<file path="src/rtl/multicycle_controller_pkg.sv">
// Shared definitions for the multicycle MIPS control FSM: state
// encodings, supported opcodes and the datapath mux select encodings.
package multicycle_controller_pkg;

    // State codes are visible on the debug State port, so the values are fixed.
    typedef enum logic [3:0] {
        S_FETCH    = 4'd0,
        S_DECODE   = 4'd1,
        S_MEM_ADDR = 4'd2,
        S_MEM_RD   = 4'd3,
        S_MEM_WB   = 4'd4,
        S_MEM_WR   = 4'd5,
        S_R_EX     = 4'd6,
        S_R_WB     = 4'd7,
        S_BEQ      = 4'd8,
        S_JUMP     = 4'd9,
        S_ADDI_EX  = 4'd10,
        S_ADDI_WB  = 4'd11
    } state_e;

    localparam logic [5:0] OP_RTYPE = 6'b000000;
    localparam logic [5:0] OP_LW    = 6'b100011;
    localparam logic [5:0] OP_SW    = 6'b101011;
    localparam logic [5:0] OP_BEQ   = 6'b000100;
    localparam logic [5:0] OP_J     = 6'b000010;
    localparam logic [5:0] OP_ADDI  = 6'b001000;

    localparam logic [1:0] ALUOP_ADD   = 2'b00;
    localparam logic [1:0] ALUOP_SUB   = 2'b01;
    localparam logic [1:0] ALUOP_FUNCT = 2'b10;

    localparam logic [1:0] SRCB_REGB    = 2'b00;
    localparam logic [1:0] SRCB_FOUR    = 2'b01;
    localparam logic [1:0] SRCB_IMM     = 2'b10;
    localparam logic [1:0] SRCB_IMM_SH2 = 2'b11;

    localparam logic [1:0] PCSRC_ALU    = 2'b00;
    localparam logic [1:0] PCSRC_ALUOUT = 2'b01;
    localparam logic [1:0] PCSRC_JUMP   = 2'b10;

endpackage

</file>
<file path="src/rtl/multicycle_controller.sv">
// Multicycle MIPS control FSM.
// Sequences fetch/decode/execute/memory/write-back, stalls on MemReady in
// FETCH, MEM_RD and MEM_WR, and drives every datapath control each cycle.
// Ports:
//   Clk, Rst             clock and synchronous active-high reset
//   Opcode               IR[31:26], stable from DECODE to next FETCH
//   Zero                 ALU zero flag (used only in BEQ)
//   MemReady             memory completed the current access this cycle
//   PCWrite..PCSource    datapath mux selects and write enables
//   State                current state code (debug)
//   IllegalOp            sticky flag, set when DECODE sees an unsupported opcode
//   InstrCount           retired-instruction counter, wraps modulo 2^CNT_W
module multicycle_controller
    import multicycle_controller_pkg::*;
#(
    parameter int CNT_W = 32
) (
    input  logic             Clk,
    input  logic             Rst,
    input  logic [5:0]       Opcode,
    input  logic             Zero,
    input  logic             MemReady,
    output logic             PCWrite,
    output logic             IRWrite,
    output logic             IorD,
    output logic             MemRead,
    output logic             MemWrite,
    output logic             MemtoReg,
    output logic             RegDst,
    output logic             RegWrite,
    output logic             ALUSrcA,
    output logic [1:0]       ALUSrcB,
    output logic [1:0]       ALUOp,
    output logic [1:0]       PCSource,
    output logic [3:0]       State,
    output logic             IllegalOp,
    output logic [CNT_W-1:0] InstrCount
);

    state_e             state_q, state_d;
    logic               illegal_q, illegal_d;
    logic [CNT_W-1:0]   cnt_q, cnt_d;
    logic               retire;
    logic               bad_op;

    always_ff @(posedge Clk) begin
        if (Rst) begin
            state_q   <= S_FETCH;
            illegal_q <= 1'b0;
            cnt_q     <= '0;
        end else begin
            state_q   <= state_d;
            illegal_q <= illegal_d;
            cnt_q     <= cnt_d;
        end
    end

    always_comb begin
        state_d  = S_FETCH;
        retire   = 1'b0;
        bad_op   = 1'b0;
        PCWrite  = 1'b0;
        IRWrite  = 1'b0;
        IorD     = 1'b0;
        MemRead  = 1'b0;
        MemWrite = 1'b0;
        MemtoReg = 1'b0;
        RegDst   = 1'b0;
        RegWrite = 1'b0;
        ALUSrcA  = 1'b0;
        ALUSrcB  = SRCB_REGB;
        ALUOp    = ALUOP_ADD;
        PCSource = PCSRC_ALU;

        case (state_q)
            S_FETCH: begin
                MemRead = 1'b1;
                ALUSrcB = SRCB_FOUR;
                // IR and PC load only when the instruction word is actually there.
                IRWrite = MemReady;
                PCWrite = MemReady;
                state_d = MemReady ? S_DECODE : S_FETCH;
            end
            S_DECODE: begin
                // Precompute the branch target into ALUOut.
                ALUSrcB = SRCB_IMM_SH2;
                case (Opcode)
                    OP_RTYPE:     state_d = S_R_EX;
                    OP_LW, OP_SW: state_d = S_MEM_ADDR;
                    OP_BEQ:       state_d = S_BEQ;
                    OP_J:         state_d = S_JUMP;
                    OP_ADDI:      state_d = S_ADDI_EX;
                    default: begin
                        state_d = S_FETCH;
                        bad_op  = 1'b1;
                    end
                endcase
            end
            S_MEM_ADDR: begin
                ALUSrcA = 1'b1;
                ALUSrcB = SRCB_IMM;
                state_d = (Opcode == OP_SW) ? S_MEM_WR : S_MEM_RD;
            end
            S_MEM_RD: begin
                MemRead = 1'b1;
                IorD    = 1'b1;
                state_d = MemReady ? S_MEM_WB : S_MEM_RD;
            end
            S_MEM_WB: begin
                RegWrite = 1'b1;
                MemtoReg = 1'b1;
                retire   = 1'b1;
                state_d  = S_FETCH;
            end
            S_MEM_WR: begin
                MemWrite = 1'b1;
                IorD     = 1'b1;
                retire   = MemReady;
                state_d  = MemReady ? S_FETCH : S_MEM_WR;
            end
            S_R_EX: begin
                ALUSrcA = 1'b1;
                ALUOp   = ALUOP_FUNCT;
                state_d = S_R_WB;
            end
            S_R_WB: begin
                RegWrite = 1'b1;
                RegDst   = 1'b1;
                retire   = 1'b1;
                state_d  = S_FETCH;
            end
            S_BEQ: begin
                ALUSrcA  = 1'b1;
                ALUOp    = ALUOP_SUB;
                PCSource = PCSRC_ALUOUT;
                PCWrite  = Zero;
                retire   = 1'b1;
                state_d  = S_FETCH;
            end
            S_JUMP: begin
                PCSource = PCSRC_JUMP;
                PCWrite  = 1'b1;
                retire   = 1'b1;
                state_d  = S_FETCH;
            end
            S_ADDI_EX: begin
                ALUSrcA = 1'b1;
                ALUSrcB = SRCB_IMM;
                state_d = S_ADDI_WB;
            end
            S_ADDI_WB: begin
                RegWrite = 1'b1;
                retire   = 1'b1;
                state_d  = S_FETCH;
            end
            // Codes 12-15 are unreachable in normal operation; recover to FETCH.
            default: state_d = S_FETCH;
        endcase

        // Reset silences the datapath immediately, not just after the edge.
        if (Rst) begin
            PCWrite  = 1'b0;
            IRWrite  = 1'b0;
            IorD     = 1'b0;
            MemRead  = 1'b0;
            MemWrite = 1'b0;
            MemtoReg = 1'b0;
            RegDst   = 1'b0;
            RegWrite = 1'b0;
            ALUSrcA  = 1'b0;
            ALUSrcB  = SRCB_REGB;
            ALUOp    = ALUOP_ADD;
            PCSource = PCSRC_ALU;
        end
    end

    assign illegal_d  = illegal_q | bad_op;
    assign cnt_d      = retire ? cnt_q + CNT_W'(1) : cnt_q;

    assign State      = Rst ? 4'd0 : state_q;
    assign IllegalOp  = illegal_q;
    assign InstrCount = cnt_q;

endmodule

</file>
<file path="config.mk">
export PLATFORM = sky130hd
export DESIGN_NAME = multicycle_controller
export DESIGN_NICKNAME = d
export VERILOG_FILES = /design/src/rtl/multicycle_controller_pkg.sv /design/src/rtl/multicycle_controller.sv
export SDC_FILE = /design/constraint.sdc
export NUM_CORES = 1
export LEC_CHECK = 0
export ABC_AREA = 1
export CORE_UTILIZATION = 55
export CTS_BUF_LIST = sky130_fd_sc_hd__clkbuf_4
export DETAILED_ROUTE_END_ITERATION = 8
export PLACE_DENSITY = 0.88
export RECOVER_POWER = 100
export SYNTH_ARGS = -nofsm -noshare
export SYNTH_HDL_FRONTEND = slang
export SYNTH_SLANG_ARGS = --single-unit
export TNS_END_PERCENT = 100
</file>
<file path="constraint.sdc">
create_clock -name Clk -period 3.84 [get_ports Clk]
set_input_delay 0.576 -clock Clk [delete_from_list [all_inputs] [get_ports Clk]]
set_output_delay 0.576 -clock Clk [all_outputs]
set_load 0.02 [all_outputs]
</file>
Word level (Yosys, flattened, before mapping) --
Cells that the tools add are included.
Word-level totals: input bits 10, logic and storage cells 65, output and inout bits 52, bits in registers 37
Cells by class: mux-type cells 34, bitwise logic cells 1, eq/ne operators 16, add/subtract/negate cells 1, reduce and logical (&&, ||, !) cells 10
Operators with widths (count):
- 32-bit by 1-bit adder with 32-bit output, second input constant | 1
- 4-bit case mux with 7 select lines | 1
- 1-bit two-way mux | 20
- 4-bit case mux with 5 select lines | 1
- 4-bit by 3-bit == test with 1-bit output, second input constant | 4
- 4-bit == test, second input constant | 4
- 6-bit == test, second input constant | 2
- 3-bit two-way mux | 3
- 4-bit by 2-bit == test with 1-bit output, second input constant | 2
- 2-bit case mux with 2 select lines | 2
- 2-bit OR reduction | 4
- 6-bit by 2-bit == test with 1-bit output, second input constant | 1
- 6-bit by 3-bit == test with 1-bit output, second input constant | 1
- 6-bit by 4-bit == test with 1-bit output, second input constant | 1
- 6-bit zero test | 1
- 2-bit two-way mux | 3
- 2-bit case mux with 3 select lines | 1
- 6-bit OR reduction | 1
- 5-bit OR reduction | 1
- 4-bit by 1-bit == test with 1-bit output, second input constant | 1
- 4-bit zero test | 1
- 4-bit two-way mux | 1
- 4-bit OR reduction | 1
- 1-bit case mux with 3 select lines | 1
- other kinds (3) | 3

Longest topological paths before layout --
depth after elaboration 5, mapped depth 12, mapped depth without buffers 10

Worst setup path after synthesis --
Ideal clock, no wire load.
kind input to output, start input port Rst, end output port ALUOp[1], required time 3.264 ns, stages on the path 4, arrival 1.549 ns, slack 1.715 ns, path buffers 1, cell sequence clkbuf_1 > nor2_1 > nand2_1 > nor2_1
On the way: longest elaborated chain between the ends 1
RTL lines:
- from (decl) | RTL line multicycle_controller.sv:19 | input logic Rst,
- 2-bit two-way mux | RTL line multicycle_controller.sv:161 | if (Rst) begin
- to (decl) | RTL line multicycle_controller.sv:33 | output logic [1:0] ALUOp,
Every way passes these cells.

Worst setup path after layout --
start input port Rst, end output port State[1]
On the way: longest elaborated chain between the ends 1
RTL lines:
- 4-bit two-way mux | RTL line multicycle_controller.sv:180 | assign State = Rst ? 4'd0 : state_q;
- to (decl) | RTL line multicycle_controller.sv:35 | output logic [3:0] State,
Every way passes these cells.

==> impl_results.md <==
* Outcome: complete, no violations
* Most common cell in the synthesized netlist: nand2_1
* GPL Wtd Cong at 0.858
* Worst Max-Slew Pin Slew at 0.919 ns
* Slew Limit Fails at 0
* DIE HEIGHT at 69.1 um
* Reg2reg start: state_q[1]
* Via density at 5.23
* P_leak at 1.40 nW
* # IOs at 62
* FP Rows at 24
* Fin. Hold Viols at 0
* Syn_nets at 437
* Root buf cell: clkbuf_4
* Post-CTS Setup Bufs at 0
* Post-placement worst setup slack at 0.957 ns
* GRT overflow at 0
* Register area share after synthesis at 29.9%
* Count of different cell masters after synthesis at 25
* Die ar. at 4780 um^2
* Vias in the first global route at 2,379
* Post-DP HPWL at 4530 um
* Post-synth EDFFs at 0
* Clock sink total at 37
* Post-cts gate resize count at 0
* Initial antenna violation count at 0
* Hold_buf cts at 0
* TritonCTS buffer count at 5
* Fmax at 299 MHz
* H-tree level count at 2
* 1st-iter DRT viols at 210
* Skew final at 0.0235 ns
* TritonCTS clock tree: built
* Slew HR at 38.6%
* Clk buf depth at 2
* Maxcap violations at 0
* Synth top area cells: dfxtp_1 30%, nand2_1 18%, nor2_1 13%
* Setup TNS at 0 ns
* Initial Util at 56.9%
* Cells after Synth at 426
* PnR Total Power at 649 uW
* YS warnings at 0
* Fin crit share at 87.1%
* Startpoint Class: input port
* Antenna-violating nets left at 0
* Mapped Area at 2480 um^2
* Worst EP arrival at 2.77 ns
* Class of the most critical setup path: input port to output pin
* First-pass GRT wire length at 10,300 um
* Crit path max fanout at 16
* FF+latch count, synth at 37
* Worst Hold Class: flop to flop
* Top-area cell type share of the netlist area at 29.9%
* RSZ-0062 raised after global routing: no
* Ys flop type: dfxtp_1
* Final wirelength at 6050 um
* Worst-Skew Late Latency at 0.34 ns
* Max VDD drop at 0.120 mV
* Clock slew at reported path FFs at 0.09 ns
* DR DRC count at 0
* Largest net degree at the start of global routing at 28
* Power density over the cells at 208 nW/um^2
* Final nets at 496
* Die Width at 69.1 um
* Area Overhead vs Synth at 25.8%
* Min cycle time layout at 3.34 ns
* Port bufs at 61
* Async S/R FF share, synth at 0%
* Drt first pass iters at 4
* Crit path required time at 3.26 ns
* Worst setup margin at 0.496 ns
* Hold_sp: IllegalOp
* Layout cells sized above 1 at 3.71%
* Synth Area per Inst at 5.82 um^2
* Post-synth top area cell: dfxtp_1
* Synth cell count leaders: 117 x nand2_1, 87 x nor2_1, 62 x inv_1
* Vias at 2,808
* ANT cells at 0
* Setup crit end kind: output pin
* Core area at 4350 um^2
* Worst setup startpoint: Rst
* Total track usage at 25.6%
* Routed len/inst at 11.3 um
* Endpoints failing setup at 0
-- metal layers --
layer	GRT usage [%]	vias up	routed length (um)
li1	-	1457	-
met1	34.9	1247	2900
met2	41.5	100	2780
met3	3.51	4	327
met4	8.62	0	55
met5	0	-	0
-- metrics by stage --
step	cells	hold slack [ns]	utilization, %	instance area (um^2)
6_report	537	0.466	71.6	3120
4_1_cts	537	0.466	72.0	3130
3_3_place_gp	530	0.456	70.9	3090
3_5_place_dp	530	0.451	70.9	3090
2_1_floorplan	426	0.526	-	2480
5_1_grt	537	0.500	71.6	3120
-- path summary, 6_finish.rpt --
path	slack (ns)	cells past startpoint	end
setup / recovery	0.50	4	State[1]
hold / removal	0.47	2	IllegalOp
setup reg to reg	1.17	10	InstrCount[11]
hold reg to reg	0.47	2	IllegalOp
-- layout by cell type, fill, tap and decap left out, types with 2 or more instances in the layout --
cell type | netlist | layout
nand2_1 | 117 | 117
nor2_1 | 87 | 87
inv_1 | 62 | 62
dlygate4sd3_1 | 0 | 52
nand3_1 | 40 | 41
dfxtp_1 | 37 | 37
a21oi_1 | 21 | 21
nand4_1 | 17 | 17
clkdlybuf4s50_1 | 0 | 9
nor3_1 | 6 | 6
clkbuf_4 | 0 | 6
nor2_2 | 5 | 5
nor2_4 | 4 | 4
a31oi_1 | 3 | 3
o21ai_0 | 2 | 3
clkbuf_1 | 3 | 3
clkinv_1 | 0 | 2
xnor2_1 | 2 | 2
nand3_2 | 3 | 2
-- power breakdown --
group / switching, mW / total, mW / internal (mW)
clock network: 0.125 / 0.199 / 0.0737
registers: 0.00264 / 0.388 / 0.386
logic: 0.0377 / 0.0620 / 0.0243
total: 0.166 / 0.649 / 0.483
-- worst max-delay path: stages --
cell and delay, ns:
dlygate4sd3_1 0.87, clkbuf_1 0.52, nor2_1 0.12, dlygate4sd3_1 0.68
-- registers in the layout, summed over array words and instances (netlist names) --
signal	cells
state_q	4
IllegalOp	1
InstrCount	32
-- kinds of logic (layout without fill, tap and decap cells) --
logic type,Yosys count,after routing,share of synthesized area (%)
flops,37,37,29.9
simple gates,282,282,49.6
compound gates,28,28,5.96
xor+xnor,2,2,0.707
fa+ha+maj,1,1,0.505
buf+inv,76,135,13.4
-- final cells by class --
cell class              instances  area [um^2]
clock buffers                   6         45.0
inverters                      64          240
flip-flops and latches         37          741
fillers                       389         1240
well taps                      52         65.1
clock inverters                 1         3.75
repair buffers                 64          622
multi-input cells             313         1400
(Power assumes the default switching activity.)
==> variant 1, RTL diff (same settings) <==
Put one more register stage on the output `InstrCount`, cleared by the reset. The value now appears one clock later. The other outputs are not delayed to match.
--- a/src/rtl/multicycle_controller.sv
+++ b/src/rtl/multicycle_controller.sv
@@ -181,3 +181,9 @@
     assign IllegalOp  = illegal_q;
-    assign InstrCount = cnt_q;
+    always_ff @(posedge Clk) begin
+        if (Rst) begin
+            InstrCount <= '0;
+        end else begin
+            InstrCount <= cnt_q;
+        end
+    end
 
Behaviour: not the same (Yosys sat finds a counterexample within 4 cycles, from zero or initial values and one cycle with Rst high).
==> variant 1 against the original RTL <==
Sequential cell count is 32 higher. Global-route usage is 0.52 points lower. Cell area is 31% higher. Critical endpoint is now ALUOp[0]. Area after synthesis is 35% higher. Count of clock-buffer cells in the layout is 5 higher. Largest cell class unchanged. Total power is 94% higher. Critical path type unchanged. Worst setup slack better by 0.12 ns. Routed wire length is 25% higher.
==> variant 1: results (changes against the original RTL) <==
GRT Util Overall 0.2507 (-0.005225); ratio of cells with drive above 1 in the final layout 0.05236 (+0.01524); syn_nets 521 (+19%); CTS clk-pin slew, worst paths 0.11 ns (+0.02 ns); Worst EP arrival 2.65 ns (-0.12 ns); GPL Wtd Cong 0.8639 (+0.73%); global-route wire length before repair 12.45 mm (+20%); DR pass1 iterations 5 (+1); Clock Skew 0.01068 ns (-0.01280 ns); Ys Warns 0 (unchanged); status completed; clk_lat worst skew 0.42 ns (+0.08 ns); Max-Slew Margin vs Limit 0.1238 (-0.2620); total CTS buffers 9 (+4); maximum vdd ir drop 207.4 µV (+72%); Routed WL 7.541 mm (+25%); Vias 3276 (+17%); Clock H-tree levels 3 (+1); critical-path maximum fanout 32 (+16); cells on worst reg2reg path 8 (-2); hpwl dp 5.284 mm (+17%); Post-synth top cells nor2_1, nand2_1, inv_1, dfxtp_1, nand3_1; largest net degree at the start of global routing 62 (+120%); First DRT Iteration DRCs 232 (+10%); Slowest-stage cell, CP clkbuf_1
==> variant 1: critical path: cells and delay by family <==
kind                   cells  cell delay (ns)
AND/OR/NAND/NOR            1             0.09
buffers and inverters      3             1.97
==> variant 1: report_power, final <==
group	switching (W)	internal, W	total [W]	leakage (nW)
clock	0.000263	0.000209	0.000472	0.0743
combinational	0.0000429	0.0000243	0.0000673	1.17
sequential	0.00000203	0.000717	0.000719	0.556
total	0.000308	0.000951	0.00126	1.80
==> variant 1: path summary, 6_finish.rpt <==
check | from | end | slack, ns
max | Rst | ALUOp[0] | 0.61
min | IllegalOp | IllegalOp | 0.46
max reg2reg | state_q[1] | cnt_q[13] | 1.85
min reg2reg | IllegalOp | IllegalOp | 0.46
==> variant 1: final cells by class <==
type                    count  area [µm²]
multi-input cells         340        1533
well taps                  75       93.84
repair buffers             62       611.8
clock buffers              11       82.58
clock inverters             5       51.30
inverters                  86       322.8
flip-flops and latches     69        1381
fillers                   524        1809
==> variant 1: metal layers <==
metal	up-vias	share of wire	global-route usage
li1	1688	-	-
met5	-	0	0
met1	1490	0.44	0.2950
met4	0	0.015	0.1196
met3	12	0.041	0.05143
met2	86	0.51	0.4325
==> variant 1: logic make-up after synthesis <==
| kind of cell | synth area share |
|---|---|
| buffers and inverters | 0.1260 |
| adders and majority gates | 0.003749 |
| xor gates and xnor gates | 0.005250 |
| and+or+nand+nor | 0.3963 |
| DFF | 0.4139 |
| AOI/OAI and AO/OA | 0.05474 |
==> variant 1: per-stage QoR <==
step | std cells | cell area, µm² | setup WS, ns | hold slack (ns) | power, W
6_report | 648 | 4076 | 0.6144 | 0.4599 | 0.001259
3_3_place_gp | 632 | 3946 | 1.154 | 0.4461 | 0.0008043
2_1_floorplan | 510 | 3337 | 1.754 | 0.4248 | 0.0007779
4_1_cts | 648 | 4080 | 0.9216 | 0.4654 | 0.001265
3_5_place_dp | 632 | 3946 | 1.120 | 0.4444 | 0.0008054
5_1_grt | 648 | 4076 | 0.4222 | 0.4840 | 0.001302
==> variant 2, RTL diff (config.mk and constraints unchanged) <==
Made on the original files. Set the parameter `CNT_W` to 16 (it was 32).
--- a/src/rtl/multicycle_controller.sv
+++ b/src/rtl/multicycle_controller.sv
@@ -15,3 +15,3 @@
 #(
-    parameter int CNT_W = 32
+    parameter int CNT_W = 16
 ) (
Interface: changed (resized InstrCount); port bits go from 62 to 46. No check against the original RTL was run, so the function may have changed too.
==> variant 2 against the original RTL <==
Fmax rose by 1.9%. Via count shrank 39%. Worst setup slack improved by 0.062 ns. Total power fell by 41%. Routed wire length fell by 41%. Critical endpoint is now ALUSrcB[1]. Area after synthesis decreased by 40%. Sequential share of layout area down 2.3 points. Sequential power fell by 43%. Core utilization increased by 6.0 points. Sequential cell count decreased by 16. Cell area decreased by 37%. Register-to-register slack gained 0.41 ns.
==> variant 2: results (changes against the original RTL) <==
mean post-synth cell area 5.980 µm² (+2.8%); compound-gate portion of the synthesized area 0.1210 (+0.06144); Gate Count Post-Synth 249 (-42%); xor/xnor cell area share of the yosys netlist 0.005882 (-0.001185); multi-input logic area 894.6 µm² (-36%); First DRT Iteration DRCs 74 (-65%); hpwl dp 2.860 mm (-37%); Routed WL 3.589 mm (-41%); NonClk Buf Share 0.2319 (+0.03251); Port Buffers 45 (-26%); Worst EP arrival 2.71 ns (-0.06 ns); Yosys cell types 28 (+12%); net count reported at finish 305 (-39%); Post-synth top cells nand2_1, nor2_1, inv_1, dfxtp_1, a21oi_1; CTS clk-pin slew, worst paths 0.12 ns (+0.03 ns); Filler cells 206 (-47%); Clock Power 0.000109 W (-45%); vias in the first global route 1323 (-44%); GPL Wtd Cong 0.8629 (+0.62%); comb_multi_in 189 (-40%); Seq/total area 0.2147 (-0.02286); maximum vdd ir drop 281.8 µV (+130%); Buffers excl. clock 46 (-28%); status completed; Synth Area in Adders 0.008403 (+0.003355); syn_nets 260 (-41%); cells on worst reg2reg path 7 (-3); Max-Slew Margin vs Limit 0.3889 (+0.003130); non-filler cells, final 323 (-40%); clk_lat worst skew 0.31 ns (-0.03 ns); CTS Sinks 21 (-43%); number of non-clock inverters 33 (-48%); Clock H-tree levels 1 (-1); GRT Util Overall 0.2627 (+0.006746); largest net degree at the start of global routing 27 (-3.6%); Area contributors post-synth dfxtp_1, nand2_1, nor2_1, inv_1, a21oi_1; DR vias/cell 5.344 (+2.2%)
==> variant 2: through the flow <==
stage,util,total power [W],hold slack [ns]
after floorplan,-,0.0002593,0.5264
after global placement,0.7718,0.0002837,0.4681
after detailed placement,0.7718,0.0002848,0.4485
after CTS,0.7827,0.0003929,0.4732
after global routing,0.7763,0.0004037,0.4870
final,0.7763,0.0003854,0.4662
==> variant 2: final timing paths <==
kind	startpoint	to	slack, ns
max	Rst	ALUSrcB[1]	0.56
min	IllegalOp	IllegalOp	0.47
max reg2reg	state_q[1]	InstrCount[0]	1.58
min reg2reg	IllegalOp	IllegalOp	0.47
==> variant 2: layer usage <==
layer  vias up  GRT usage  share of wire
met3         2    0.05932          0.054
li1        901          -              -
met2        53     0.4177           0.48
met4         0    0.05128         0.0050
met1       770     0.3621           0.46
met5         -          0              0
==> variant 2: critical path, delay by kind of cell <==
family / cells / cell delay [ns]
buffers and inverters: 3 / 2.03
AO/OA/AOI/OAI: 1 / 0.10
